**config.mk**
```make
export PLATFORM = sky130hd
export DESIGN_NAME = cache_fill_fsm
export DESIGN_NICKNAME = d
export VERILOG_FILES = /design/src/rtl/cache_pkg.sv /design/src/rtl/cache_word_counter.sv /design/src/rtl/cache_fill_fsm.sv
export SDC_FILE = /design/constraint.sdc
export NUM_CORES = 1
export LEC_CHECK = 0
export CORE_MARGIN = 1
export CORE_UTILIZATION = 42
export CTS_CLUSTER_DIAMETER = 100
export DETAILED_ROUTE_END_ITERATION = 8
export PLACE_DENSITY = 0.93
export SYNTH_ARGS = -nofsm -noshare
export SYNTH_HDL_FRONTEND = slang
export SYNTH_HIERARCHICAL = 1
export SYNTH_SLANG_ARGS = --single-unit
```
**constraint.sdc**
```tcl
create_clock -name clk -period 2.6 [get_ports clk]
set_input_delay 0.39 -clock clk [delete_from_list [all_inputs] [get_ports clk]]
set_output_delay 0.39 -clock clk [all_outputs]
set_load 0.1 [all_outputs]
```
**src/rtl/cache_pkg.sv**
```systemverilog
// Shared cache constants and state encodings.
// Used by the fill FSM, the cache controller and the memory arbiter.
package cache_pkg;

   localparam int unsigned WORDS_PER_BLOCK   = 8;
   localparam int unsigned BLOCK_OFFSET_BITS = 4;
   localparam int unsigned WORD_IDX_BITS     = 3;

   typedef enum logic [0:0] {
      IDLE = 1'b0,
      FILL = 1'b1
   } fill_state_e;

   // Byte offset of a 16-bit word inside a block: word index times two.
   function automatic logic [BLOCK_OFFSET_BITS-1:0] word_byte_offset(
      input logic [WORD_IDX_BITS-1:0] idx
   );
      return {idx, 1'b0};
   endfunction

endpackage

```
**src/rtl/cache_word_counter.sv**
```systemverilog
// Word-index counter for one side of a block fill.
// Counts 0..LAST while enabled; on the step past LAST it raises done and
// holds, so {done, cnt} never wraps back to zero mid-fill. clr has priority.
module cache_word_counter
   import cache_pkg::*;
#(
   parameter logic [WORD_IDX_BITS-1:0] LAST = 3'd7
) (
   input  logic                     clk,
   input  logic                     rst,
   input  logic                     clr,
   input  logic                     en,
   output logic [WORD_IDX_BITS-1:0] cnt,
   output logic                     done
);

   // Count register with saturating done flag; synchronous clear wins over enable.
   always_ff @(posedge clk or posedge rst) begin
      if (rst) begin
         cnt  <= '0;
         done <= 1'b0;
      end else if (clr) begin
         cnt  <= '0;
         done <= 1'b0;
      end else if (en && !done) begin
         if (cnt == LAST) begin
            done <= 1'b1;
         end else begin
            cnt <= cnt + WORD_IDX_BITS'(1);
         end
      end else begin
         cnt  <= cnt;
         done <= done;
      end
   end

endmodule

```
**src/rtl/cache_fill_fsm.sv**
```systemverilog
// Cache miss fill engine: fetches one block word by word from main memory
// and drives the data/tag array write strobes to install it.
// Optional build macro CACHE_FILL_PERF_CNT_EN adds a saturating fill_count
// output counting IDLE->FILL transitions.
module cache_fill_fsm #(
   parameter int unsigned WORDS_PER_BLOCK = cache_pkg::WORDS_PER_BLOCK,
   parameter int unsigned ADDR_WIDTH      = 16
) (
   input  logic                                clk,
   input  logic                                rst,
   input  logic                                miss_detected,
   input  logic [ADDR_WIDTH-1:0]               miss_address,
   input  logic [15:0]                         memory_data,
   input  logic                                memory_data_valid,
   output logic                                fsm_busy,
   output logic                                memory_en,
   output logic [ADDR_WIDTH-1:0]               memory_address,
   output logic                                write_data_array,
   output logic                                write_tag_array,
   output logic [cache_pkg::WORD_IDX_BITS-1:0] word_num
`ifdef CACHE_FILL_PERF_CNT_EN
   ,
   output logic [15:0]                         fill_count
`endif
);

   import cache_pkg::*;

   localparam logic [WORD_IDX_BITS-1:0] LAST_IDX = WORD_IDX_BITS'(WORDS_PER_BLOCK - 1);

   fill_state_e                               state_r;
   logic [ADDR_WIDTH-1:BLOCK_OFFSET_BITS]     base_r;

   logic [WORD_IDX_BITS-1:0] issue_cnt_s;
   logic                     issue_done_s;
   logic [WORD_IDX_BITS-1:0] recv_cnt_s;
   logic                     recv_done_s;

   logic issue_fire_s;
   logic recv_fire_s;
   logic last_word_s;
   logic cnt_clr_s;
   logic unused_s;

   // The data path bypasses this block and the in-block offset is dropped on purpose.
   assign unused_s = ^{memory_data, miss_address[BLOCK_OFFSET_BITS-1:0]};

   // A request goes out every FILL cycle until all words are issued.
   assign issue_fire_s = (state_r == FILL) && !issue_done_s;
   // A return is only accepted in FILL and never beyond the last word.
   assign recv_fire_s  = (state_r == FILL) && memory_data_valid && !recv_done_s;
   assign last_word_s  = recv_fire_s && (recv_cnt_s == LAST_IDX);
   // Counters sit at zero in IDLE and are wiped as the final word lands.
   assign cnt_clr_s    = (state_r == IDLE) || last_word_s;

   cache_word_counter #(
      .LAST (LAST_IDX)
   ) issue_cnt (
      .clk  (clk),
      .rst  (rst),
      .clr  (cnt_clr_s),
      .en   (issue_fire_s),
      .cnt  (issue_cnt_s),
      .done (issue_done_s)
   );

   cache_word_counter #(
      .LAST (LAST_IDX)
   ) recv_cnt (
      .clk  (clk),
      .rst  (rst),
      .clr  (cnt_clr_s),
      .en   (recv_fire_s),
      .cnt  (recv_cnt_s),
      .done (recv_done_s)
   );

   // Fill FSM: latch the block base on a miss, return to IDLE after the last word.
   always_ff @(posedge clk or posedge rst) begin
      if (rst) begin
         state_r <= IDLE;
         base_r  <= '0;
      end else begin
         case (state_r)
            IDLE: begin
               if (miss_detected) begin
                  base_r  <= miss_address[ADDR_WIDTH-1:BLOCK_OFFSET_BITS];
                  state_r <= FILL;
               end else begin
                  state_r <= IDLE;
               end
            end
            FILL: begin
               if (last_word_s) begin
                  state_r <= IDLE;
               end else begin
                  state_r <= FILL;
               end
            end
            default: begin
               state_r <= IDLE;
            end
         endcase
      end
   end

   // Outputs decoded from registered state/counters; write strobes follow memory valid.
   always_comb begin
      fsm_busy         = (state_r == FILL);
      memory_en        = issue_fire_s;
      memory_address   = '0;
      write_data_array = recv_fire_s;
      write_tag_array  = last_word_s;
      word_num         = '0;
      if (issue_fire_s) begin
         memory_address = {base_r, word_byte_offset(issue_cnt_s)};
      end else begin
         memory_address = '0;
      end
      if (recv_fire_s) begin
         word_num = recv_cnt_s;
      end else begin
         word_num = '0;
      end
   end

`ifdef CACHE_FILL_PERF_CNT_EN
   logic [15:0] fill_count_r;

   // Saturating count of fills started.
   always_ff @(posedge clk or posedge rst) begin
      if (rst) begin
         fill_count_r <= 16'd0;
      end else if ((state_r == IDLE) && miss_detected && (fill_count_r != 16'hFFFF)) begin
         fill_count_r <= fill_count_r + 16'd1;
      end else begin
         fill_count_r <= fill_count_r;
      end
   end

   assign fill_count = fill_count_r;
`endif

endmodule
```
======== Yosys cells after proc, flatten, opt, wreduce, memory -nomap -nowiden ========
Index checks and enable logic that the tools add are counted.
operators by class
  reduce and logical (&&, ||, !) cells .... 18
  equality and inequality tests ........... 4
  $add $sub $neg .......................... 2
  shifts and indexed selects .............. 0
  bitwise gates (word level) .............. 1
  $mul .................................... 0
  mux-type cells .......................... 17
  magnitude comparators ................... 0
  divide/modulo/power cells ............... 0
operators by type and width
  cell                 number
  $mux 3               7
  $mux 16              1
  $reduce_and 2->1     5
  $mux 1               8
  $reduce_bool 2->1    4
  $add 3x1->3 const B  2
  $eq 3x3->1 const B   2
  $logic_and 1x1->1    6
  $ne 2x2->1 const B   2
  $logic_not 1->1      2
  $pmux 1 s2           1
  $logic_or 1x1->1     1
  $not 1->1            1
storage, ports and cells
  bits in latches ......................... 0
  flip-flop bits (word level) ............. 21
  bits in read-only memories .............. 0
  output and inout port bits .............. 23
  logic and storage cells ................. 48
  RAM bits ................................ 0
  memories ................................ 0
  input bits .............................. 36

======== Depth between registers and ports, before layout ========
Gate-level depths: netlist (run 1).
  depth in word-level cells ............... 6
  gate-level depth with buffers ........... 4
  gate-level depth less buffers ........... 4

======== Hierarchy ========
Netlist (run 1), hierarchy kept.
by module, submodules not included
  module              times used  cells each  area each (um2)
  cache_fill_fsm      1           58          709.4
  cache_word_counter  2           19          226.5

======== Least setup slack after synthesis (run 1) ========
OpenSTA, ideal clock, no wires.
  path kind ............................... register to output
  from .................................... reg state_r, in the netlist fsm_busy
  to ...................................... out write_tag_array
  data required time ...................... 2.210 ns
  path slack .............................. -0.961 ns
  path buffers ............................ 0
  arrival ................................. 3.171 ns
  stages on the path, launching flop included .. 3
  cell sequence ........................... dfrtp_1 inv_1 nor3_1
between the ends
  word-level cells in the longest chain between the ends .. 3
RTL lines
  what                             RTL line              text
  start: declaration               cache_fill_fsm.sv:31  fill_state_e state_r;
  start signal: assignment         cache_fill_fsm.sv:81  state_r <= IDLE;
  start signal: assignment         cache_fill_fsm.sv:88  state_r <= FILL;
  start signal: assignment         cache_fill_fsm.sv:90  state_r <= IDLE;
  $logic_and 1x1->1 (2 in series)  cache_fill_fsm.sv:51  assign recv_fire_s = (state_r == FILL) && memory_data_valid && !recv_done_s;
  $logic_and 1x1->1                cache_fill_fsm.sv:52  assign last_word_s = recv_fire_s && (recv_cnt_s == LAST_IDX);
  end: declaration                 cache_fill_fsm.sv:19  output logic write_tag_array,
Every way passes these cells.

======== Worst setup path after layout (run 1) ========
  from .................................... reg issue_cnt.done
  to ...................................... out memory_address[5]
between the ends
  word-level cells in the longest chain between the ends .. 3
RTL lines
  what                      RTL line                  text
  start: declaration        cache_word_counter.sv:14  output logic done
  start signal: assignment  cache_word_counter.sv:33  done <= done;
  $logic_not 1->1           cache_fill_fsm.sv:49      assign issue_fire_s = (state_r == FILL) && !issue_done_s;
  $logic_and 1x1->1         cache_fill_fsm.sv:49
  $mux 16                   cache_fill_fsm.sv:115     if (issue_fire_s) begin
  end: declaration          cache_fill_fsm.sv:17      output logic [ADDR_WIDTH-1:0] memory_address,
Every way passes these cells.

==> run_results.csv, run 1 <==
group,metric,value,unit
layout,insertedDiodeCount,0,
drt,num_vias,822,
layout,final_layout_size_suffix_gt1_frac,0.3824,
floorplanning,fp.dieArea,2982,µm²
synth,async_flop_share,1.000,
sta,rsz0062_at_grt,"no",
synth,synth-seq-cells,21,
layout,n_fill_cell,188,
clocking,clk_pin_slew,0.11,ns
critical_path,worst-endpoint-required,2.21,ns
sta,drv_slew,0,
drt,routed_via_density,4.952,
global_routing,grt_util_all_layers,0.1839,
synth,yosysTopAreaCell,"dfrtp_1",
clocking,hold_buffers,0,
global_routing,grt_max_degree,19,
outcome,outcome,"complete, no violations",
critical_path,cp_cell_sequence,"and2b_2, and2_1, buf_4",
synth,ys_warn_count,6,
sta,fin_crit_sh,0.7674,
floorplanning,die_h,54.61,µm
clocking,cts_tree,"yes",
clocking,clkLatencyLatePin,0.30,ns
critical_path,crit_path_end_kind,"primary output",
place,place.gp.congestion,0.7648,
min_path,hold_class,"input port to async pin",
synth,yosysTopAreaCellShare,0.4521,
clocking,cts_setup_buffers,0,
floorplanning,coreArea,2545,µm²
drt,drt_iter0_drc,6,
synth,synthCells,96,
critical_path,cp.arrival,1.61,ns
clocking,numCtsBuffers,3,
synth,synth_fp_nets,136,
drt,routed_wl,2287,µm
flow_run,drv_cap,0,
sta,setup_viol,0,
synth,synth.most_common_cell,"dfrtp_1",
critical_path,critPathLaunchType,"flop",
critical_path,cpPeakStageDelay,0.44,ns
synth,synth_top_cells_by_count,"dfrtp_1 (21), and2_1 (18), mux2_4 (12)",
drt,drc,0,
sta,tns,0,ns
place,io_buffers,37,
clocking,cts_max_path_buffers,2,
synth,ys_types,22,
sta,fmax,501.2,MHz
place,place_hpwl,1824,µm
critical_path,slowest_stage,"dfrtp_1",
sta,period_minus_slack,1.995,ns
sta,hold_viol_final,0,
clocking,cts_root_buf,"clkbuf_4",
synth,postSynthAreaPerCell,12.11,µm²
critical_path,worstSetupPathType,"flop to primary output",
synth,synth_edf_count,0,
clocking,cts.sinks,21,
floorplanning,ios,59,
global_routing,grt_pass1_vias,835,
sta,fin_worst_skew,0.006168,ns
layout,layout.nets,177,
drt,wl_per_cell,13.78,µm
floorplanning,fp-row-count,18,
drt,first_pass_iters,3,
global_routing,antenna_found_initial,0,
synth,synth_ff_type,"dfrtp_1",
layout,area_delta_synth_final,38.00,%
clocking,cts_resized,0,
synth,synth_area,1162,µm²
floorplanning,initial_core_util,0.4567,
clocking,htree_num_levels,1,
drt,postRouteAntennaNets,0,
synth,yosys-top-cells-area,"dfrtp_1 (45%), mux2_4 (16%), and2_1 (9.7%), nand2b_1 (4.8%), ha_1 (4.3%)",
floorplanning,die_w,54.61,µm
global_routing,grt_pass1_wl,3857,µm
critical_path,worst-path-max-fanout,18,
global_routing,overflow,0,
synth,yosysSeqAreaShare,0.4521,
## layout by cell type, fill, tap and decap left out
cell type,instances
clkdlybuf4s50_1,15
and2_2,4
and3b_2,1
o21ai_0,1
mux2_2,2
nand2b_1,9
buf_12,5
nand3_1,1
and2b_2,1
dfrtp_2,1
and2_1,14
clkbuf_4,3
nor2_1,5
inv_1,4
mux2_4,12
nor3b_4,2
nor2b_1,2
a41oi_1,1
nor2b_2,1
mux2i_1,4
a21oi_1,2
buf_4,19
conb_1,1
ha_1,4
clkbuf_1,1
dfrtp_1,20
nor3_2,1
## flip-flops by register name, summed over array words and instances, names as in the netlist
signal and flops:
base_r 12, issue_cnt/cnt 3, recv_cnt/cnt 3, fsm_busy 1
issue_cnt/done 1, recv_cnt/done 1
## cells by family (layout without fill, tap and decap cells)
logic type / count (synthesis) / in the layout / share of synthesized area
AOI/OAI and AO/OA: 4 / 4 / 0.02045
adders and majority gates: 4 / 4 / 0.04306
buffers and inverters: 7 / 47 / 0.03551
DFF: 21 / 21 / 0.4521
muxes: 18 / 18 / 0.2088
other: 1 / 1 / 0.003226
and+or+nand+nor: 41 / 41 / 0.2368
## area by class of cell
type,count,area (µm²),share of cell area
clock buffer,4,26.28,0.01638
timing repair buffer,39,392.9,0.2449
multi-input combinational,68,605.6,0.3775
sequential,21,526.8,0.3284
tap,30,37.54,0.02340
inverter,4,15.01,0.009360
## metal layers
metal  share of wire  GRT usage
met1            0.40     0.2199
met2            0.58     0.3193
met3           0.022    0.03611
met4               0    0.07265
met5               0          0
## per-stage QoR
stage               setup WS [ns]  area, µm²  instances    util  hold slack, ns
CTS                        0.5803       1604        166  0.6303          0.3279
floorplan                  0.1023       1174         96       -          0.1561
global route               0.5030       1604        166  0.6303          0.3415
global placement           0.7176       1578        162  0.6200          0.4824
detailed placement         0.6969       1578        162  0.6200          0.4882
finish                     0.6049       1604        166  0.6303          0.3300
## worst paths after layout
kind / start / end / slack (ns) / cells past startpoint
setup / recovery: issue_cnt/done / memory_address[5] / 0.60 / 3
hold / removal: rst / issue_cnt/done / 0.33 / 2
setup reg to reg: recv_cnt/cnt[0] / recv_cnt/cnt[0] / 0.99 / 4
hold reg to reg: base_r[5] / base_r[5] / 0.51 / 1
max in group asynchronous: rst / fsm_busy / 1.79 / 2
min in group clk: base_r[5] / base_r[5] / 0.51 / 1
## critical path, delay by kind of cell, from the launching register on
kind,cells,cell delay [ns]
buf+inv,1,0.29
flops,1,0.44
simple gates,2,0.57
Power of run 1 is not shown: default switching activity piles up to over one toggle a cycle in this logic, so the estimate is an artifact.
==> inputs of run 2 (changes only) <==
CORE_UTILIZATION = 39   (was 42)
PLACE_DENSITY = 0.88   (was 0.93)
clock period = 1.85 ns   (was 2.6 ns; I/O delays follow)
==> run 2 against run 1 <==
Utilization grew 4.3 points. Sequential share of layout area shrank 4.6 points. Cell count grew 0.60%. Critical endpoint is now memory_address[2]. Largest cell class unchanged. Non-clock buffer count is the same.
==> run_results.csv, run 2 (synthesis results as in run 1) <==
group,metric,value,unit
outcome,outcome,"complete, no violations",
clocking,cts_tree,"yes",
global_routing,grt_max_degree,19,
clocking,cts_setup_buffers,0,
drt,num_vias,817,
place,place.gp.congestion,0.8055,
clocking,numCtsBuffers,3,
critical_path,worst-path-max-fanout,18,
clocking,clk_pin_slew,0.11,ns
layout,seqCellArea,529.3,µm²
clocking,clkLatencyLatePin,0.29,ns
clocking,cts_max_path_buffers,2,
critical_path,rrSetupSlack,0.24,ns
place,place_hpwl,1924,µm
sta,setup_viol,0,
floorplanning,ios,59,
sta,rsz0062_at_grt,"yes",
layout,final_common_cell,"buf_12",
critical_path,crit_path_end_kind,"primary output",
layout,reg.largest.list,"base_r x12, issue_cnt/cnt x3, recv_cnt/cnt x3",
clocking,htree_num_levels,1,
critical_path,rr_startpoint,"recv_cnt/cnt[0]",
floorplanning,die_w,56.60,µm
global_routing,grt_util_all_layers,0.1625,
drt,wl_per_cell,14.51,µm
place,io_buffers,37,
clocking,cts.sinks,21,
min_path,hold_class,"input port to async pin",
layout,layout.nets,177,
floorplanning,initial_core_util,0.4179,
floorplanning,fp.dieArea,3203,µm²
layout,multi_input_area,644.4,µm²
critical_path,critPathLaunchType,"flop",
layout,largest_register_ff_count,12,
global_routing,overflow,0,
global_routing,antenna_found_initial,0,
sta,fmax,559.5,MHz
layout,area_delta_synth_final,61.03,%
drt,drc,0,
layout,insertedDiodeCount,0,
layout,regMostFlops,"base_r",
critical_path,worst-endpoint-required,1.57,ns
flow_run,drv_cap,0,
sta,tns,0,ns
sta,hold_viol_final,0,
floorplanning,fp-row-count,19,
drt,postRouteAntennaNets,0,
sta,fin_worst_skew,0.006871,ns
global_routing,grt_pass1_wl,3988,µm
drt,first_pass_iters,4,
sta,fin_crit_sh,0.9662,
sta,period_minus_slack,1.787,ns
critical_path,cp.arrival,1.51,ns
critical_path,worstSetupPathType,"flop to primary output",
layout,final_layout_size_suffix_gt1_frac,0.4853,
sta,drv_slew,0,
drt,routed_via_density,4.892,
layout,final_cell_mix,"buf_12 (23), dfrtp_1 (20), clkdlybuf4s50_1 (15), mux2_4 (12)",
critical_path,reg2reg_to,"recv_cnt/cnt[0]",
drt,routed_wl,2424,µm
critical_path,r2r_cells,4,
drt,drt_iter0_drc,10,
clocking,cts_root_buf,"clkbuf_4",
floorplanning,coreArea,2781,µm²
global_routing,grt_pass1_vias,877,
floorplanning,die_h,56.60,µm
layout,n_fill_cell,214,
==> run 2: changes by cell type in the layout (fill, tap and decap cells not counted), moves of 5 or more <==
| cell | change |
|---|---|
| and2_4 | +9 |
| buf_4 | -18 |
| buf_12 | +18 |
| and2_1 | -14 |
| and2_2 | +5 |
==> run 2: layout make-up <==
| cell class | count | area share |
|---|---|---|
| inverter | 4 | 0.008021 |
| multi-input combinational | 68 | 0.3443 |
| sequential | 21 | 0.2828 |
| timing repair buffer | 39 | 0.3302 |
| clock buffer | 4 | 0.01404 |
| tap | 31 | 0.02072 |
==> run 2: worst max path at each step <==
stage	start	end	slack [ns]
finish	issue_cnt/done	memory_address[2]	0.06
global route	issue_cnt/done	memory_address[2]	-0.01
CTS	issue_cnt/done	memory_address[2]	0.04
detailed placement	memory_data_valid	recv_cnt/cnt[0]	0.08
global placement	memory_data_valid	recv_cnt/cnt[0]	0.11
floorplan	fsm_busy	word_num[0]	-0.09
==> run 2: worst max-delay path: stages (launching register included) <==
cell and delay, ns:
dfrtp_1 0.43, and2b_4 0.39, and2_2 0.21, buf_12 0.17
==> run 2: what timing repair did <==
item / CTS / global route
setup endpoints to repair: 6 / 6
gates resized for setup: 1 / 0
hold buffers: 0 / 0
==> run 2: per-layer routing <==
layer / vias up / global-route usage / share of wire
li1: 397 / - / -
met4: 0 / 0.05575 / 0
met5: - / 0 / 0
met3: 0 / 0.02765 / 0.057
met1: 392 / 0.1965 / 0.42
met2: 28 / 0.2891 / 0.53
==> run 2: per-stage QoR <==
step                area (µm²)  setup slack, ns  utilization  hold slack, ns  std cells
finish                    1872          0.06253       0.6730          0.2248        167
CTS                       1872          0.04069       0.6730          0.2186        167
global route              1872         -0.01396       0.6730          0.2207        167
floorplan                 1221         -0.09053            -         0.04358         96
global placement          1844           0.1102       0.6631          0.4808        163
detailed placement        1844          0.08438       0.6631          0.4876        163
Power of run 2 is left out for the same reason.
